File: src/rtl/result_demux_pkg.sv
// Shared widths, destination select codes and slot state encoding for result_demux.
// Combinational-only content; no latency or backpressure of its own.
package result_demux_pkg;

    localparam int         DATA_W_DEF = 64;
    localparam int         NUM_OUT    = 5;
    localparam int         SEL_W      = 3;
    localparam int         DROP_W     = 8;

    localparam logic [SEL_W-1:0] SEL_OUT1 = 3'b000;
    localparam logic [SEL_W-1:0] SEL_OUT2 = 3'b001;
    localparam logic [SEL_W-1:0] SEL_OUT3 = 3'b010;
    localparam logic [SEL_W-1:0] SEL_OUT4 = 3'b011;
    localparam logic [SEL_W-1:0] SEL_OUT5 = 3'b100;

    localparam logic [DROP_W-1:0] DROP_MAX = 8'hFF;

    typedef enum logic {
        SLOT_EMPTY = 1'b0,
        SLOT_FULL  = 1'b1
    } slot_state_t;

    // Codes above the last destination are accepted and discarded.
    function automatic logic is_drop_sel(input logic [SEL_W-1:0] sel);
        return sel > SEL_OUT5;
    endfunction

endpackage

File: src/rtl/demux_slot.sv
// One-entry valid/ready output buffer; loaded word is visible the cycle after load.
// Drain is ignored while empty; load while full is only legal with a same-cycle drain.
module demux_slot
    import result_demux_pkg::*;
#(
    parameter int DATA_W = DATA_W_DEF
) (
    input  logic              clk,
    input  logic              reset,
    input  logic              i_load,
    input  logic [DATA_W-1:0] i_data,
    input  logic              i_drain,
    output logic [DATA_W-1:0] o_data,
    output logic              o_valid
);

    slot_state_t       r_state;
    slot_state_t       w_state_nxt;
    logic [DATA_W-1:0] r_data;

    always_ff @(posedge clk) begin
        if (reset) begin
            r_state <= SLOT_EMPTY;
            r_data  <= '0;
        end else begin
            r_state <= w_state_nxt;
            if (i_load) begin
                r_data <= i_data;
            end
        end
    end

    always_comb begin
        w_state_nxt = r_state;
        case (r_state)
            SLOT_EMPTY: begin
                if (i_load) begin
                    w_state_nxt = SLOT_FULL;
                end
            end
            SLOT_FULL: begin
                // A drain with a simultaneous load keeps the slot full with the new word.
                if (!i_load && i_drain) begin
                    w_state_nxt = SLOT_EMPTY;
                end
            end
            default: w_state_nxt = SLOT_EMPTY;
        endcase
    end

    assign o_data  = r_data;
    assign o_valid = (r_state == SLOT_FULL);

endmodule

File: src/rtl/result_demux.sv
// Routes result words to one of five one-entry output buffers, 1-cycle latency; bad selects are counted and dropped.
// InReady falls only when the selected buffer is full and not being drained this cycle.
module result_demux
    import result_demux_pkg::*;
#(
    parameter int DATA_W = DATA_W_DEF
) (
    input  logic                clk,
    input  logic                reset,
    input  logic [DATA_W-1:0]   In,
    input  logic                InValid,
    output logic                InReady,
    input  logic [SEL_W-1:0]    Control,
    output logic [DATA_W-1:0]   Out1,
    output logic [DATA_W-1:0]   Out2,
    output logic [DATA_W-1:0]   Out3,
    output logic [DATA_W-1:0]   Out4,
    output logic [DATA_W-1:0]   Out5,
    output logic [NUM_OUT-1:0]  OutValid,
    input  logic [NUM_OUT-1:0]  OutReady,
    output logic [DROP_W-1:0]   DropCount
);

    logic [NUM_OUT-1:0] w_sel;
    logic [NUM_OUT-1:0] w_load;
    logic               w_drop;
    logic               w_accept;
    logic [DATA_W-1:0]  w_out [NUM_OUT];
    logic [DROP_W-1:0]  r_drop_cnt;

    always_comb begin
        w_sel  = '0;
        w_drop = is_drop_sel(Control);
        case (Control)
            SEL_OUT1: w_sel[0] = 1'b1;
            SEL_OUT2: w_sel[1] = 1'b1;
            SEL_OUT3: w_sel[2] = 1'b1;
            SEL_OUT4: w_sel[3] = 1'b1;
            SEL_OUT5: w_sel[4] = 1'b1;
            default:  w_sel    = '0;
        endcase
    end

    assign InReady  = !reset && (w_drop || (|(w_sel & (~OutValid | OutReady))));
    assign w_accept = InValid && InReady;
    assign w_load   = w_sel & {NUM_OUT{w_accept}};

    for (genvar k = 0; k < NUM_OUT; k++) begin : g_slot
        demux_slot #(
            .DATA_W (DATA_W)
        ) u_slot (
            .clk     (clk),
            .reset   (reset),
            .i_load  (w_load[k]),
            .i_data  (In),
            .i_drain (OutReady[k]),
            .o_data  (w_out[k]),
            .o_valid (OutValid[k])
        );
    end

    always_ff @(posedge clk) begin
        if (reset) begin
            r_drop_cnt <= '0;
        end else if (w_accept && w_drop && (r_drop_cnt != DROP_MAX)) begin
            r_drop_cnt <= r_drop_cnt + 1'b1;
        end
    end

    assign DropCount = r_drop_cnt;
    assign Out1      = w_out[0];
    assign Out2      = w_out[1];
    assign Out3      = w_out[2];
    assign Out4      = w_out[3];
    assign Out5      = w_out[4];

endmodule

File: config.mk
export PLATFORM = sky130hd
export DESIGN_NAME = result_demux
export DESIGN_NICKNAME = d
export VERILOG_FILES = /design/src/rtl/result_demux_pkg.sv /design/src/rtl/demux_slot.sv /design/src/rtl/result_demux.sv
export SDC_FILE = /design/constraint.sdc
export NUM_CORES = 1
export LEC_CHECK = 0
export CAP_MARGIN = 0
export CORE_UTILIZATION = 43
export DETAILED_ROUTE_END_ITERATION = 10
export GPL_ROUTABILITY_DRIVEN = 0
export GPL_TIMING_DRIVEN = 0
export PLACE_DENSITY = 0.77
export SETUP_SLACK_MARGIN = 0.05
export SYNTH_ARGS = -nofsm -noshare
export SYNTH_HDL_FRONTEND = slang
export SYNTH_SLANG_ARGS = --single-unit
File: constraint.sdc
create_clock -name clk -period 1.5 [get_ports clk]
set_input_delay 0.15 -clock clk [delete_from_list [all_inputs] [get_ports clk]]
set_output_delay 0.15 -clock clk [all_outputs]
set_load 0.01 [all_outputs]
==> results of run 1 <==
[cell type report]
| cell class | count | area [sq um] |
|---|---|---|
| fill | 2541 | 10600 |
| multi-input combinational | 854 | 7280 |
| sequential | 333 | 6680 |
| timing repair buffer | 440 | 4100 |
| buffer | 136 | 1090 |
| clock buffer | 51 | 1060 |
| tap | 402 | 503 |
| clock inverter | 15 | 140 |
| inverter | 5 | 18.8 |
| antenna | 1 | 2.50 |
[what timing repair did]
| item | CTS | global route |
|---|---|---|
| pin swaps | 5 | 104 |
| gates cloned | 0 | 9 |
| resized for setup | 454 | 264 |
| setup endpoints to repair | 664 | 241 |
| buffers inserted | 15 | 8 |
[flip-flops by register name (all words and copies together), names as in the netlist]
| signal | count |
|---|---|
| DropCount | 8 |
| g_slot.u_slot.o_data | 320 |
| g_slot.u_slot.o_valid | 5 |
[critical path, stage by stage (launching register included)]
cell	delay (ps)
dfxtp_2	330
or3b_4	390
a21oi_4	160
o32ai_4	110
buf_2	170
[worst min-delay path by stage]
stage | start | endpoint | cells after the start
4_1_cts | In[3] | g_slot[0].u_slot.o_data[3] | 3
3_3_place_gp | g_slot[0].u_slot.o_data[35] | g_slot[0].u_slot.o_data[35] | 2
5_1_grt | Control[1] | g_slot[3].u_slot.o_data[27] | 4
6_report | Control[1] | g_slot[3].u_slot.o_data[27] | 4
3_5_place_dp | g_slot[0].u_slot.o_data[30] | g_slot[0].u_slot.o_data[30] | 2
2_1_floorplan | In[10] | g_slot[2].u_slot.o_data[10] | 1
[cell usage after synthesis (2+ instances only)]
| cell type | n | area (sq um) |
|---|---|---|
| a211oi_1 | 4 | 30.0 |
| a41oi_1 | 2 | 17.5 |
| mux2i_1 | 41 | 410 |
| o31ai_1 | 66 | 495 |
| inv_1 | 5 | 18.8 |
| o21ai_0 | 63 | 315 |
| a311oi_1 | 2 | 17.5 |
| buf_6 | 17 | 191 |
| a21oi_1 | 140 | 701 |
| a31oi_1 | 2 | 12.5 |
| nand3_1 | 65 | 325 |
| mux2_2 | 93 | 1050 |
| nor2_1 | 6 | 22.5 |
| buf_2 | 29 | 145 |
| nor2b_1 | 158 | 988 |
| dfxtp_1 | 333 | 6670 |
| clkbuf_1 | 79 | 297 |
| buf_4 | 8 | 60.1 |
| nand4bb_1 | 3 | 33.8 |
| and3_1 | 3 | 18.8 |
| buf_1 | 5 | 18.8 |
| mux2_4 | 60 | 901 |
| and4_1 | 3 | 26.3 |
| nand2b_1 | 58 | 363 |
| nand4_1 | 66 | 413 |
| nand3b_1 | 2 | 15.0 |
[power groups by stage]
stage          Combinational (mW)  Clock, mW  Sequential, mW
6_report                     1.78       9.07            9.11
5_1_grt                      1.87       9.54            9.12
4_1_cts                      1.62       9.13            9.09
3_5_place_dp                 1.67          0            9.29
3_3_place_gp                 1.64          0            9.29
2_1_floorplan               0.639          0            9.36
[metal layers]
metal / up-vias / GRT usage [%] / wire [um] / part of all wire [%]
met3: 128 / 7.34 / 4120 / 7.8
met4: 0 / 13.7 / 2200 / 4.2
met1: 6161 / 35.7 / 20800 / 40
met2: 589 / 50.5 / 25400 / 48
li1: 5702 / - / - / -
met5: - / 0 / 0 / 0
[through the flow]
step           instance area (sq um)  total power, mW
6_report                       20900             20.0
5_1_grt                        20900             20.5
4_1_cts                        19500             19.8
3_5_place_dp                   18300             11.0
3_3_place_gp                   18300             10.9
2_1_floorplan                  13700             10.0
[kinds of logic (layout without fill, tap and decap cells)]
group | Yosys count | count (layout) | share of synthesized area (%)
AND/OR/NAND/NOR | 376 | 376 | 16.9
AO/OA/AOI/OAI | 283 | 283 | 11.8
buffers and inverters | 143 | 647 | 5.33
flip-flops | 333 | 333 | 48.6
adder cells (fa/ha/maj) | 1 | 1 | 0.0912
multiplexers | 194 | 194 | 17.2
other | 0 | 1 | 0
==> metrics.yaml, run 1 <==
status:
  status: "finished with violations"
  violations: "negative setup slack"
routing:
  via_per_inst: 5.62
  drt-pass1-iter-count: 5
  ant_nets: 0
  drc_errors: 0
  wirelength_mm: 52.5
  vias: 12600
  first_iter_violations: 664
  detail_route.wl_per_cell_um: 23.5
sta:
  hold_violations: 0
  fmax_ghz: 0.546
  fin_setup_tns_ps: -4110
  rsz0062_at_grt: "yes"
  drv_slew: 0
  post-route-min-period_ps: 1830
  holdWs_ps: 155
  worst_slack_ps: -332
  worstMarginPinSlew_ps: 679
  finalSetupViolCount: 56
  slew_headroom_pct: 54.7
  worst_clock_skew_ps: 19.0
  period_share_pct: 122
yosys:
  ys.flop_type: "dfxtp_1"
  synth_edf_count: 0
  syn_nets: 1406
  synth-async-reset-ratio_pct: 0
  synth.distinct_cells: 43
  avgSynthCellArea_sq_um: 10.3
  yosysWarnings: 0
  ys_seq_area_share_pct: 48.6
  synth-seq-cells: 333
  syn_inst: 1330
  syn_area_sq_um: 13700
worst_setup_path:
  crit_path_end_kind: "primary output"
  start_kind: "flop"
  r2r-end: "g_slot[0].u_slot.o_data[34]"
  critical_path_required_ps: 1350
  crit_start: "g_slot[0].u_slot.o_valid"
  path_class: "reg -> out"
  worst-endpoint-arrival_ps: 1680
  r2r_setup_slack_ps: -190
  crit_end: "InReady"
  r2r_cells: 8
  reg2reg_from: "g_slot[0].u_slot.o_valid"
  crit_fanout: 2
global_route:
  grt_pass1_wl_mm: 75.6
  grt_pass1_vias: 12400
  grt_max_degree: 14
  grt_use_total_pct: 29.9
  grt_overflow_total: 0
  antenna_found_initial: 1
floorplan:
  die-area_sq_um: 32600
  dieWidth_um: 181
  boundaryPins: 409
  dieHeight_um: 181
  core_area_sq_um: 31500
  start_util_pct: 43.6
  fp-row-count: 65
pwr:
  peakVddDrop_mv: 0.739
  power.leakage_nw: 9.58
  switching_share_pct: 24.4
  power.switching_mw: 4.88
  internal_power_mw: 15.1
  seq_power_share_pct: 45.6
  pwr-share-clk_pct: 45.4
  combPwrFrac_pct: 8.9
  powerDensity_nw_per_um2: 956
min_path:
  hold_class: "in -> reg"
job:
  cap_violations: 0
clocking:
  cts-htree-levels: 2
  numCtsBuffers: 38
  root_buffer: "clkbuf_16"
  cts_hold_buf: 0
  worstSkewPairLatency_ps: 520
  clock_path_buffers: 3
  clkTransAtPathRegs_ps: 70
  clkSinkCount: 333
  cts_tree: "yes"
layout:
  layout_commonest_cell: "dlygate4sd2_1"
  mostFrequentLayoutCells: "dlygate4sd2_1, dfxtp_1, nor2b_1"
  layout.nets: 1884
  final_util_pct: 66.3
  areaGrowthSynthToFinish_pct: 52.3
  drive_gt1_share_pct: 25.6
  finalNonFillerCells: 2237
placement:
  dp_slack_ps: -1590
  portBuffers: 408
  post-place-cells: 2140
  hpwl_mm: 35.5
(Power assumes the default switching activity.)
==> inputs of run 2 (changes only) <==
- PLACE_DENSITY: 0.77 -> 0.74
- SKIP_CTS_REPAIR_TIMING: not set -> 1
==> run 2 against run 1 <==
  * Highest routed layer unchanged
  * The run still ends with negative setup slack left
  * Largest cell class is now sequential cells
  * Non-clock buffer count fell by 5
  * Die area unchanged
  * Core utilization grew 0.93 points
  * Clock power is 6.7% higher
  * Critical path type is now reg -> reg
  * Cell count fell by 0.13%
==> metrics.yaml, run 2 (synthesis results as in run 1) <==
layout:
  layout.nets: 1878  # was 1884
  drive_gt1_share_pct: 20.2  # was 25.6%
  areaGrowthSynthToFinish_pct: 54.4  # was 52.3%
  n_fill_cell: 2366  # was 2541
  final_area_sq_um: 21200  # was 20900 sq um
  mostFrequentLayoutCells: "dlymetal6s2s_1, dfxtp_1, nor2b_1"  # was dlygate4sd2_1, dfxtp_1, nor2b_1
  largest_register_ffs: 320  # unchanged
  finalNonFillerCells: 2234  # was 2237
  final_util_pct: 67.3  # was 66.3%
  layout_commonest_cell: "dlymetal6s2s_1"  # was dlygate4sd2_1
routing:
  drt-pass1-iter-count: 5  # unchanged
  drc_errors: 0  # unchanged
  via_per_inst: 5.59  # was 5.62
  detail_route.wl_per_cell_um: 23.6  # was 23.5 um
  vias: 12500  # was 12600
  wirelength_mm: 52.7  # was 52.5 mm
  ant_nets: 0  # unchanged
  first_iter_violations: 833  # was 664
floorplan:
  core_area_sq_um: 31500  # unchanged
  die-area_sq_um: 32600  # unchanged
  dieWidth_um: 181  # unchanged
  fp-row-count: 65  # unchanged
  start_util_pct: 43.6  # unchanged
  dieHeight_um: 181  # unchanged
  boundaryPins: 409  # unchanged
placement:
  portBuffers: 408  # unchanged
  hpwl_mm: 35.3  # was 35.5 mm
  dpl_cell_area_sq_um: 18300  # unchanged
  post-place-cells: 2140  # unchanged
pwr:
  switching_share_pct: 23.4  # was 24.4%
  peakVddDrop_mv: 0.728  # was 0.739 mV
  combPwrFrac_pct: 8.5  # was 8.9%
  powerDensity_nw_per_um2: 970  # was 956 nW/um^2
  power.switching_mw: 4.81  # was 4.88 mW
  pwr-share-clk_pct: 47.2  # was 45.4%
  power.total_mw: 20.5  # was 20.0 mW
  internal_power_mw: 15.7  # was 15.1 mW
  power.leakage_nw: 14.0  # was 9.58 nW
  seq_power_share_pct: 44.3  # was 45.6%
clocking:
  numCtsBuffers: 37  # was 38
  clkSinkCount: 333  # unchanged
  clock_path_buffers: 3  # unchanged
  root_buffer: "clkbuf_16"  # unchanged
  cts_tree: "yes"  # unchanged
  worstSkewPairLatency_ps: 530  # was 520 ps
  clkTransAtPathRegs_ps: 70  # about the same
  cts-htree-levels: 2  # unchanged
global_route:
  grt_use_total_pct: 29.7  # was 29.9%
  grt_overflow_total: 0  # unchanged
  grt_pass1_wl_mm: 75.3  # was 75.6 mm
  grt_pass1_vias: 12200  # was 12400
  grt_max_degree: 14  # unchanged
  antenna_found_initial: 0  # was 1
sta:
  post-route-min-period_ps: 1860  # was 1830 ps
  rsz0062_at_grt: "yes"  # unchanged
  worst_slack_ps: -358  # was -332 ps
  finalSetupViolCount: 122  # was 56
  hold_violations: 0  # unchanged
  period_share_pct: 124  # was 122%
  worst_clock_skew_ps: 17.6  # was 19.0 ps
  fmax_ghz: 0.538  # was 0.546 GHz
  worstMarginPinSlew_ps: 799  # was 679 ps
  slew_headroom_pct: 46.7  # was 54.7%
  drv_slew: 0  # unchanged
job:
  cap_violations: 0  # unchanged
worst_setup_path:
  worst-endpoint-arrival_ps: 2300  # was 1680 ps
  critical_path_required_ps: 1940  # was 1350 ps
  crit_fanout: 10  # was 2
  start_kind: "flop"  # unchanged
  crit_path_end_kind: "flop"  # was primary output
  path_class: "reg -> reg"  # was reg -> out
min_path:
  hold_class: "in -> reg"  # unchanged
status:
  status: "finished with violations"  # unchanged
  violations: "negative setup slack"  # unchanged
[run 2: final cells by class]
type,count,area [sq um],share of cell area [%]
Clock inverter,10,134,0.632
Multi-Input combinational cell,854,6450,30.4
Tap cell,402,503,2.38
Antenna cell,1,2.50,0.0118
Timing Repair Buffer,434,5260,24.9
Clock buffer,58,1180,5.56
Inverter,5,18.8,0.0887
Buffer,137,937,4.43
Sequential cell,333,6690,31.6
[run 2: final timing paths]
kind	startpoint	end	slack, ps	cells past startpoint
worst min-delay path	Control[1]	g_slot[3].u_slot.o_data[18]	210	4
worst max register to register	g_slot[0].u_slot.o_valid	g_slot[0].u_slot.o_data[15]	-360	4
worst max-delay path	g_slot[0].u_slot.o_valid	g_slot[0].u_slot.o_data[15]	-360	4
worst min register to register	g_slot[0].u_slot.o_data[39]	g_slot[0].u_slot.o_data[39]	460	2
[run 2: routing by layer]
metal | vias to the layer above | global-route usage [%] | wire [um]
li1 | 5695 | - | -
met1 | 6111 | 36.1 | 21300
met2 | 580 | 50.8 | 25500
met3 | 109 | 7.42 | 4100
met4 | 0 | 11.0 | 1780
met5 | - | 0 | 0
[run 2: worst max-delay path: stages, from the launching register on]
cell and delay (ps):
dfxtp_2 330, nand2b_1 560, clkbuf_1 460, nand4_1 220, a21oi_1 190
[run 2: power groups by stage]
stage          registers, mW  clock network (mW)  logic [mW]
6_report                9.10                9.68        1.75
4_1_cts                 9.10                9.73        1.68
5_1_grt                 9.11                10.2        1.83
3_5_place_dp            9.29                   0        1.67
3_3_place_gp            9.29                   0        1.65
2_1_floorplan           9.36                   0       0.639
[run 2: metrics by stage]
| stage | setup TNS [ps] | setup slack, ps | hold slack, ps |
|---|---|---|---|
| 3_3_place_gp | -336350 | -1590 | 454 |
| 3_5_place_dp | -343580 | -1590 | 459 |
| 6_report | -17320 | -358 | 209 |
| 4_1_cts | -190580 | -1570 | 254 |
| 2_1_floorplan | 0 | 52.1 | 293 |
| 5_1_grt | -21420 | -412 | 225 |
